### config.mk
export PLATFORM = sky130hd
export DESIGN_NAME = serial_add_sub_flat
export DESIGN_NICKNAME = d
export VERILOG_FILES = /design/src/rtl/serial_add_sub_if.sv /design/src/rtl/serial_add_sub.sv /design/src/flat_wrapper.sv
export SDC_FILE = /design/constraint.sdc
export NUM_CORES = 1
export LEC_CHECK = 0
export BUFFER_PORTS_ARGS = -buffer_cell sky130_fd_sc_hd__clkbuf_2
export CORE_ASPECT_RATIO = 1.4
export CORE_MARGIN = 3
export CORE_UTILIZATION = 40
export DETAILED_ROUTE_END_ITERATION = 8
export PLACE_DENSITY = 0.62
export SYNTH_ARGS = -nofsm -noshare
export SYNTH_HDL_FRONTEND = slang
export SYNTH_SLANG_ARGS = --single-unit
### constraint.sdc
create_clock -name i_clk -period 2.2 [get_ports i_clk]
set_input_delay 0.11 -clock i_clk [delete_from_list [all_inputs] [get_ports i_clk]]
set_output_delay 0.11 -clock i_clk [all_outputs]
set_load 0.02 [all_outputs]
### src/rtl/serial_add_sub_if.sv
// Operand/result bundle for serial_add_sub; o_overflow exists only when
// SERIAL_ADDSUB_OVF_EN is defined.
interface serial_add_sub_if #(
  parameter int WIDTH = 4
);
  logic             i_start;
  logic             i_mode;
  logic [WIDTH-1:0] i_a;
  logic [WIDTH-1:0] i_b;
  logic             o_busy;
  logic             o_done;
  logic [WIDTH-1:0] o_result;
  logic             o_carry;
`ifdef SERIAL_ADDSUB_OVF_EN
  logic             o_overflow;
`endif

  modport master (
    output i_start, i_mode, i_a, i_b,
    input  o_busy, o_done, o_result, o_carry
`ifdef SERIAL_ADDSUB_OVF_EN
    , input o_overflow
`endif
  );

  modport slave (
    input  i_start, i_mode, i_a, i_b,
    output o_busy, o_done, o_result, o_carry
`ifdef SERIAL_ADDSUB_OVF_EN
    , output o_overflow
`endif
  );
endinterface

### src/rtl/serial_add_sub.sv
// Bit-serial adder/subtractor: one full-adder slice plus carry flop, LSB first.
// Optional signed-overflow output enabled by SERIAL_ADDSUB_OVF_EN.
module serial_add_sub #(
  parameter int WIDTH = 4
) (
  input  logic            i_clk,
  input  logic            i_reset,
  serial_add_sub_if.slave bus
);
  localparam int CW = (WIDTH > 1) ? $clog2(WIDTH) : 1;

  typedef enum logic [1:0] {S_IDLE, S_SHIFT, S_DONE} state_t;

  state_t           r_state;
  logic [WIDTH-1:0] r_a;
  logic [WIDTH-1:0] r_b;
  logic [WIDTH-1:0] r_sum;
  logic             r_carry;
  logic [CW-1:0]    r_cnt;

  logic             w_s;
  logic             w_maj;
  logic             w_last;

  assign w_s    = r_a[0] ^ r_b[0] ^ r_carry;
  assign w_maj  = (r_a[0] & r_b[0]) | (r_a[0] & r_carry) | (r_b[0] & r_carry);
  assign w_last = (r_cnt == CW'(WIDTH - 1));

  always_ff @(posedge i_clk) begin
    if (i_reset) begin
      r_state      <= S_IDLE;
      r_a          <= '0;
      r_b          <= '0;
      r_sum        <= '0;
      r_carry      <= 1'b0;
      r_cnt        <= '0;
      bus.o_busy   <= 1'b0;
      bus.o_done   <= 1'b0;
      bus.o_result <= '0;
      bus.o_carry  <= 1'b0;
`ifdef SERIAL_ADDSUB_OVF_EN
      bus.o_overflow <= 1'b0;
`endif
    end else begin
      case (r_state)
        S_IDLE: begin
          bus.o_done <= 1'b0;
          if (bus.i_start) begin
            r_a        <= bus.i_a;
            r_b        <= bus.i_mode ? ~bus.i_b : bus.i_b;
            r_carry    <= bus.i_mode;
            r_sum      <= '0;
            r_cnt      <= '0;
            bus.o_busy <= 1'b1;
            r_state    <= S_SHIFT;
          end
        end
        S_SHIFT: begin
          r_a     <= r_a >> 1;
          r_b     <= r_b >> 1;
          r_sum   <= {w_s, r_sum[WIDTH-1:1]};
          r_carry <= w_maj;
          r_cnt   <= r_cnt + 1'b1;
          // Results are taken from the next-state values so they land on the
          // same edge the final bit is produced.
          if (w_last) begin
            bus.o_result <= {w_s, r_sum[WIDTH-1:1]};
            bus.o_carry  <= w_maj;
`ifdef SERIAL_ADDSUB_OVF_EN
            bus.o_overflow <= r_carry ^ w_maj;
`endif
            r_state      <= S_DONE;
          end
        end
        S_DONE: begin
          bus.o_busy <= 1'b0;
          bus.o_done <= 1'b1;
          r_state    <= S_IDLE;
        end
        default: r_state <= S_IDLE;
      endcase
    end
  end
endmodule

### src/flat_wrapper.sv
// flat-port wrapper written by rule: the top's interface ports become plain ports
module serial_add_sub_flat 
#(
  parameter int WIDTH = 4
)
  (i_clk, i_reset, bus_i_start, bus_i_mode, bus_i_a, bus_i_b, bus_o_busy, bus_o_done, bus_o_result, bus_o_carry);
  serial_add_sub_if #(.WIDTH(WIDTH)) bus_i ();
  input  logic i_clk;
  input  logic i_reset;
  input wire logic [$bits(bus_i.i_start)-1:0] bus_i_start;
  input wire logic [$bits(bus_i.i_mode)-1:0] bus_i_mode;
  input wire logic [$bits(bus_i.i_a)-1:0] bus_i_a;
  input wire logic [$bits(bus_i.i_b)-1:0] bus_i_b;
  output wire logic [$bits(bus_i.o_busy)-1:0] bus_o_busy;
  output wire logic [$bits(bus_i.o_done)-1:0] bus_o_done;
  output wire logic [$bits(bus_i.o_result)-1:0] bus_o_result;
  output wire logic [$bits(bus_i.o_carry)-1:0] bus_o_carry;
  assign bus_i.i_start = bus_i_start;
  assign bus_i.i_mode = bus_i_mode;
  assign bus_i.i_a = bus_i_a;
  assign bus_i.i_b = bus_i_b;
  assign bus_o_busy = bus_i.o_busy;
  assign bus_o_done = bus_i.o_done;
  assign bus_o_result = bus_i.o_result;
  assign bus_o_carry = bus_i.o_carry;
  serial_add_sub #(.WIDTH(WIDTH)) u_core (.i_clk(i_clk), .i_reset(i_reset), .bus(bus_i));
endmodule
# After elaboration in Yosys (flattened, before gate mapping)
# Cells that the tools add are included.
# totals
in_bits	12
mem_bits_ro	0
ff_bits	24
latch_bits	0
elab_cells	48
mem_bits_rw	0
output_inout_bits	7
memories	0
# classes
shift	0
n_lt_le_gt_ge	0
n_mux	17
n_addsub	1
bitwise_logic	8
reduce_logical	7
n_eq_ne	5
div_mod_pow	0
mul	0
# op_table
operator	count
$pmux 4 s2	3
$mux 4	4
$pmux 2 s2	2
$reduce_and 2->1	4
$mux 2	3
$pmux 1 s2	3
$eq 2x2->1 const B	2
$not 4->4	1
$reduce_bool 2->1	2
$and 1x1->1	3
$add 2x1->2 const B	1
$eq 2x1->1 const B	1
$logic_not 2->1	1
$mux 1	2
$ne 2x1->1 const B	1
$ne 2x2->1 const B	1
$or 1x1->1	2
$xor 1x1->1	2

# Depth between registers and ports, before layout
# logic_depth
ltp_word	4
depth_mapped	4
depth_no_buf	4

# Worst setup path after synthesis
# Ideal clock, no wire load.
# synth_timing
kind	flip-flop to flip-flop
start	reg u_core.r_carry
end	reg u_core.r_sum[3]
stages_incl_launch_ff	4
n_path_buf	0
required_ns	2.072
setup_ns	0.128
arrival_ns	0.986
setup_slack_ns	1.086
period_less_slack_ns	1.114
path_cell_list	dfxtp_1 > fa_1 > a22oi_1 > nor2_1
# synth_via
elab_chain_len	2
# synth_rtl
item	line_no	rtl
start, declared	serial_add_sub.sv:18	logic r_carry;
start signal, assigned	serial_add_sub.sv:51	r_carry <= bus.i_mode;
start signal, assigned	serial_add_sub.sv:62	r_carry <= w_maj;
$xor 1x1->1	serial_add_sub.sv:25	assign w_s = r_a[0] ^ r_b[0] ^ r_carry;
net u_core.w_s	serial_add_sub.sv:21	logic w_s;
$pmux 4 s2	serial_add_sub.sv:45	case (r_state)
end signal, assigned	serial_add_sub.sv:61	r_sum <= {w_s, r_sum[WIDTH-1:1]};
end, declared	serial_add_sub.sv:17	logic [WIDTH-1:0] r_sum;
# The timed path passes the listed nets, and every way through them passes these cells.
# A chain may end at the register's enable or synchronous reset.

# Worst setup path in the final report
# layout_timing
start	reg u_core.r_state[0]
end	reg u_core.r_b[0]
# layout_via
elab_chain_len	3
elab_cells_between_ends	6
cone_classes	2 x eq/ne; 1 x mux; 3 x reduce/logical
# layout_rtl
item	line_no	rtl
start, declared	serial_add_sub.sv:14	state_t r_state;
start signal, assigned	serial_add_sub.sv:31	r_state <= S_IDLE;
start signal, assigned	serial_add_sub.sv:55	r_state <= S_SHIFT;
start signal, assigned	serial_add_sub.sv:72	r_state <= S_DONE;
$eq 2x1->1 / $logic_not 2->1 (equally long branches)	serial_add_sub.sv:45	
$reduce_bool 2->1 (no source line) / $ne 2x2->1 (equally long branches)	n/a	
$reduce_and 2->1 (no source line)	n/a	
end signal, assigned	serial_add_sub.sv:50	r_b <= bus.i_mode ? ~bus.i_b : bus.i_b;
end signal, assigned	serial_add_sub.sv:60	r_b <= r_b >> 1;
end, declared	serial_add_sub.sv:16	logic [WIDTH-1:0] r_b;
# Several ways; a longest one is shown, not always the timed one.

==> key figures <==
Timing
  • Setup TNS after final layout: 0 ps
  • Setup repair after global routing missed its margin: false
  • Final setup skew: 6.67 ps
  • Share of the cycle needed by the critical path after routing: 0.746
  • Max-slew headroom: 0.469
  • Minimum clock period after layout: around 1600 ps
  • Final number of setup-violating endpoints: 0
  • Final hold slack: roughly 42 ps
  • Max Transition Viols Final: 0
  • Highest clock rate: between 600 and 700 MHz
  • Hold violation count in the final report: 0
  • Worst-Margin Slew: ~800 ps

Final layout
  • Fraction of final layout cells with drive strength greater than 1: 0.214
  • Final instance area: about 1000 um2
  • Most frequent cells in the layout: 23 x dfxtp_1, 18 x clkbuf_2, 13 x nor2_1, 9 x a22oi_1, 7 x a21oi_1
  • Most common library cell in the layout ignoring fill and taps: dfxtp_1
  • Ant. Diodes: 0
  • Area grow syn2layout: 11.1%
  • Post-layout instance count excluding filler cells: between 100 and 150
  • Net count reported at finish: between 100 and 150

Synth
  • Count of different cell masters after synthesis: 24
  • Adder-cell share of the synthesized area: 0.0347
  • Post-Syn Instances: just under 100
  • Mapped Nets: between 100 and 150
  • Largest family of logic cells by synthesized area: compound AO/OA/AOI/OAI gates
  • Post-synthesis compound-gate area fraction: 0.188
  • Area share of and/or/nand/nor cells after synthesis: 0.148
  • Post-Syn Area: around 940 um2
  • Leading post-synthesis cells by cell area: dfxtp_1 49%, a22oi_1 7.2%, mux2i_1 5.3%
  • Yosys reg bits: 23
  • Largest area contributor in the synthesized netlist: dfxtp_1
  • Mux contribution to synthesized area: 0.0533
  • Number of warnings reported in the yosys synthesis log: 0
  • Share of synthesized area occupied by flip-flops and latches: 0.491
  • Average cell area after synthesis: roughly 9.7 um2
  • Area fraction of the dominant cell type after synthesis: 0.491
  • Parity-gate share of the synthesized area counting xor and xnor cells: 0.0373

Worst setup path
  • Critical path fanouts, max: 13
  • Count of cells along the worst register-to-register path: 3
  • Setup CP Type: reg2reg
  • Standard cell with the maximum stage delay on the critical path: o21bai_1
  • Data required time at the worst endpoint: roughly 2400 ps
  • Worst R2R Start: u_core.r_state[0]
  • FF-to-FF setup slack: between 500 and 600 ps
  • Setup crit start kind: flop
  • Nature of the critical path endpoint: flop
  • Endpoint of the worst-slack reg-to-reg timing path: u_core.r_b[0]
  • Crit path capture: u_core.r_b[0]
  • Critical Path Start: u_core.r_state[0]
  • Largest stage delay on the critical path: a little over 700 ps
  • Data arrival time of the worst path: between 1500 and 2000 ps
  • Cell Chain, Critical Path: o21bai_1 > a22oi_1 > o22ai_1

Clock network
  • Clk Latency, worst-skew pair: 300 ps
  • Clk slew on worst S/H paths: 120 ps
  • Hold Buf Count CTS: 0
  • Clock root buffer: clkbuf_4
  • Post-cts gate resize count: 0
  • Clock tree from TritonCTS: yes
  • Maximum count of clock buffers along a single path: 2
  • Sink count of the clock tree: 23
  • Inserted Clock Buffers: 3
  • Post-CTS setup-driven buffer insertion count: 0
  • Number of levels in the clock H-tree: 1

Route
  • Top Layer Used: met4
  • Routed met3 length: approximately 69 um
  • Met2 routed wirelength: just under 900 um
  • DRC violations left: 0
  • Wire length reported by the detailed router: about 1700 um
  • Number of optimization iterations in the first detailed-route pass: 4
  • Post-detailed-route wirelength per cell: ~13 um
  • Vias post-DR: approximately 730
  • Post-detailed-route via-to-cell ratio: around 5.5
  • Post-detailed-route count of antenna-violating nets: 0
  • Initial drt markers: 14
  • Routed metal-1 wire length: about 740 um

Power and ir drop
  • Power per cell area: slightly below 700 nW/um2
  • Static leakage: roughly 0.42 nW
  • IR Drop Worst-Case VDD: 0.372 mV

Placement
  • Inst Count DP: 130
  • Post-DP HPWL: between 1000 and 1500 um
  • IO buf count: 18
  • Global placement routability congestion: between 0.8 and 0.9
  • Placed instance area: roughly 1000 um2

Die
  • Die extent in y: about 63 um
  • Overall die width: around 47 um
  • Initial core utilization: 0.426
  • Placeable core region: 2200 um2
  • Die area: between 2000 and 3000 um2
  • I/O Pins: 19
  • Placement row count: 20

Global route
  • Maximum number of pins on one net before global-route repair: 25
  • Wire length of the first global-routing pass: between 3000 and 4000 um
  • Initial antenna violation count: 0
  • Via count of the first global-routing pass: 674
  • Aggregate global-route resource usage: 0.141
  • Residual overflow from global routing: 0

Run
  • Maxcap violations: 0

Worst hold path
  • Tightest Hold Check Type: in2reg

Status
  • Run status: finished clean
[critical path: cells and delay by family (launching register included)]
| kind | cells | cell delay (ps) |
|---|---|---|
| AO/OA/AOI/OAI | 3 | 1080 |
| flip-flops | 1 | 480 |
[flip-flops by register name, summed over array words and instances, names as in the netlist]
name / count
u_core.bus.o_busy: 1
u_core.bus.o_carry: 1
u_core.bus.o_done: 1
u_core.bus.o_result: 4
u_core.r_a: 4
u_core.r_b: 4
u_core.r_carry: 1
u_core.r_cnt: 2
u_core.r_state: 2
u_core.r_sum: 3
[layout make-up]
| class | instances | area, um2 |
|---|---|---|
| Clock inverter | 1 | 5.00 |
| Tap cell | 22 | 27.5 |
| Multi-Input combinational cell | 66 | 433 |
| Timing Repair Buffer | 18 | 90.1 |
| Fill cell | 235 | 1160 |
| Inverter | 1 | 3.75 |
| Sequential cell | 23 | 460 |
| Clock buffer | 3 | 22.5 |
[stage by stage]
step	setup WS, ps	utilization	total power [mW]
2_1_floorplan	1090	-	0.525
3_3_place_gp	675	0.461	0.543
3_5_place_dp	608	0.461	0.545
4_1_cts	561	0.473	0.734
5_1_grt	391	0.473	0.769
6_report	559	0.473	0.724
[how the worst min path moves through the flow]
stage,startpoint,to,slack [ps],cells past startpoint
finish,bus_i_a[3],u_core.r_a[3],40,3
global route,bus_i_a[3],u_core.r_a[3],20,3
CTS,bus_i_a[3],u_core.r_a[3],30,3
detailed placement,bus_i_a[3],u_core.r_a[3],360,3
global placement,bus_i_a[3],u_core.r_a[3],370,3
floorplan,i_reset,u_core.r_state[0],190,1
[synthesized netlist by cell type (all sizes together)]
| library cell | n |
|---|---|
| a211oi | 5 |
| a21oi | 7 |
| a22oi | 9 |
| buf | 4 |
| clkbuf | 3 |
| dfxtp | 23 |
| fa | 1 |
| ha | 1 |
| inv | 1 |
| mux2i | 5 |
| nand2 | 5 |
| nand2b | 1 |
| nand3 | 5 |
| nand3b | 1 |
| nor2 | 13 |
| nor2b | 2 |
| nor3 | 1 |
| nor3b | 1 |
| o21ba | 1 |
| o21bai | 1 |
| o22ai | 3 |
| xnor2 | 3 |
| xor2 | 1 |
[power breakdown]
group	internal [mW]	leakage (nW)	switching, mW
Combinational	0.0386	0.214	0.0449
Sequential	0.436	0.188	0.0164
Clock	0.0678	0.0177	0.120
Total	0.542	0.419	0.182
[layer usage]
metal	vias to the layer above	track usage
met3	2	0.0257
met2	20	0.218
met1	340	0.179
met4	0	0.0727
li1	371	-
met5	-	0
[cell families (layout without fill, tap and decap cells)]
family                   Yosys count  count (layout)
multiplexers                       5               5
AO/OA/AOI/OAI                     26              26
AND/OR/NAND/NOR                   29              29
flip-flops                        23              23
buffers and inverters              8              23
adder cells (fa/ha/maj)            2               2
XOR/XNOR                           4               4
(Power assumes the default switching activity.)
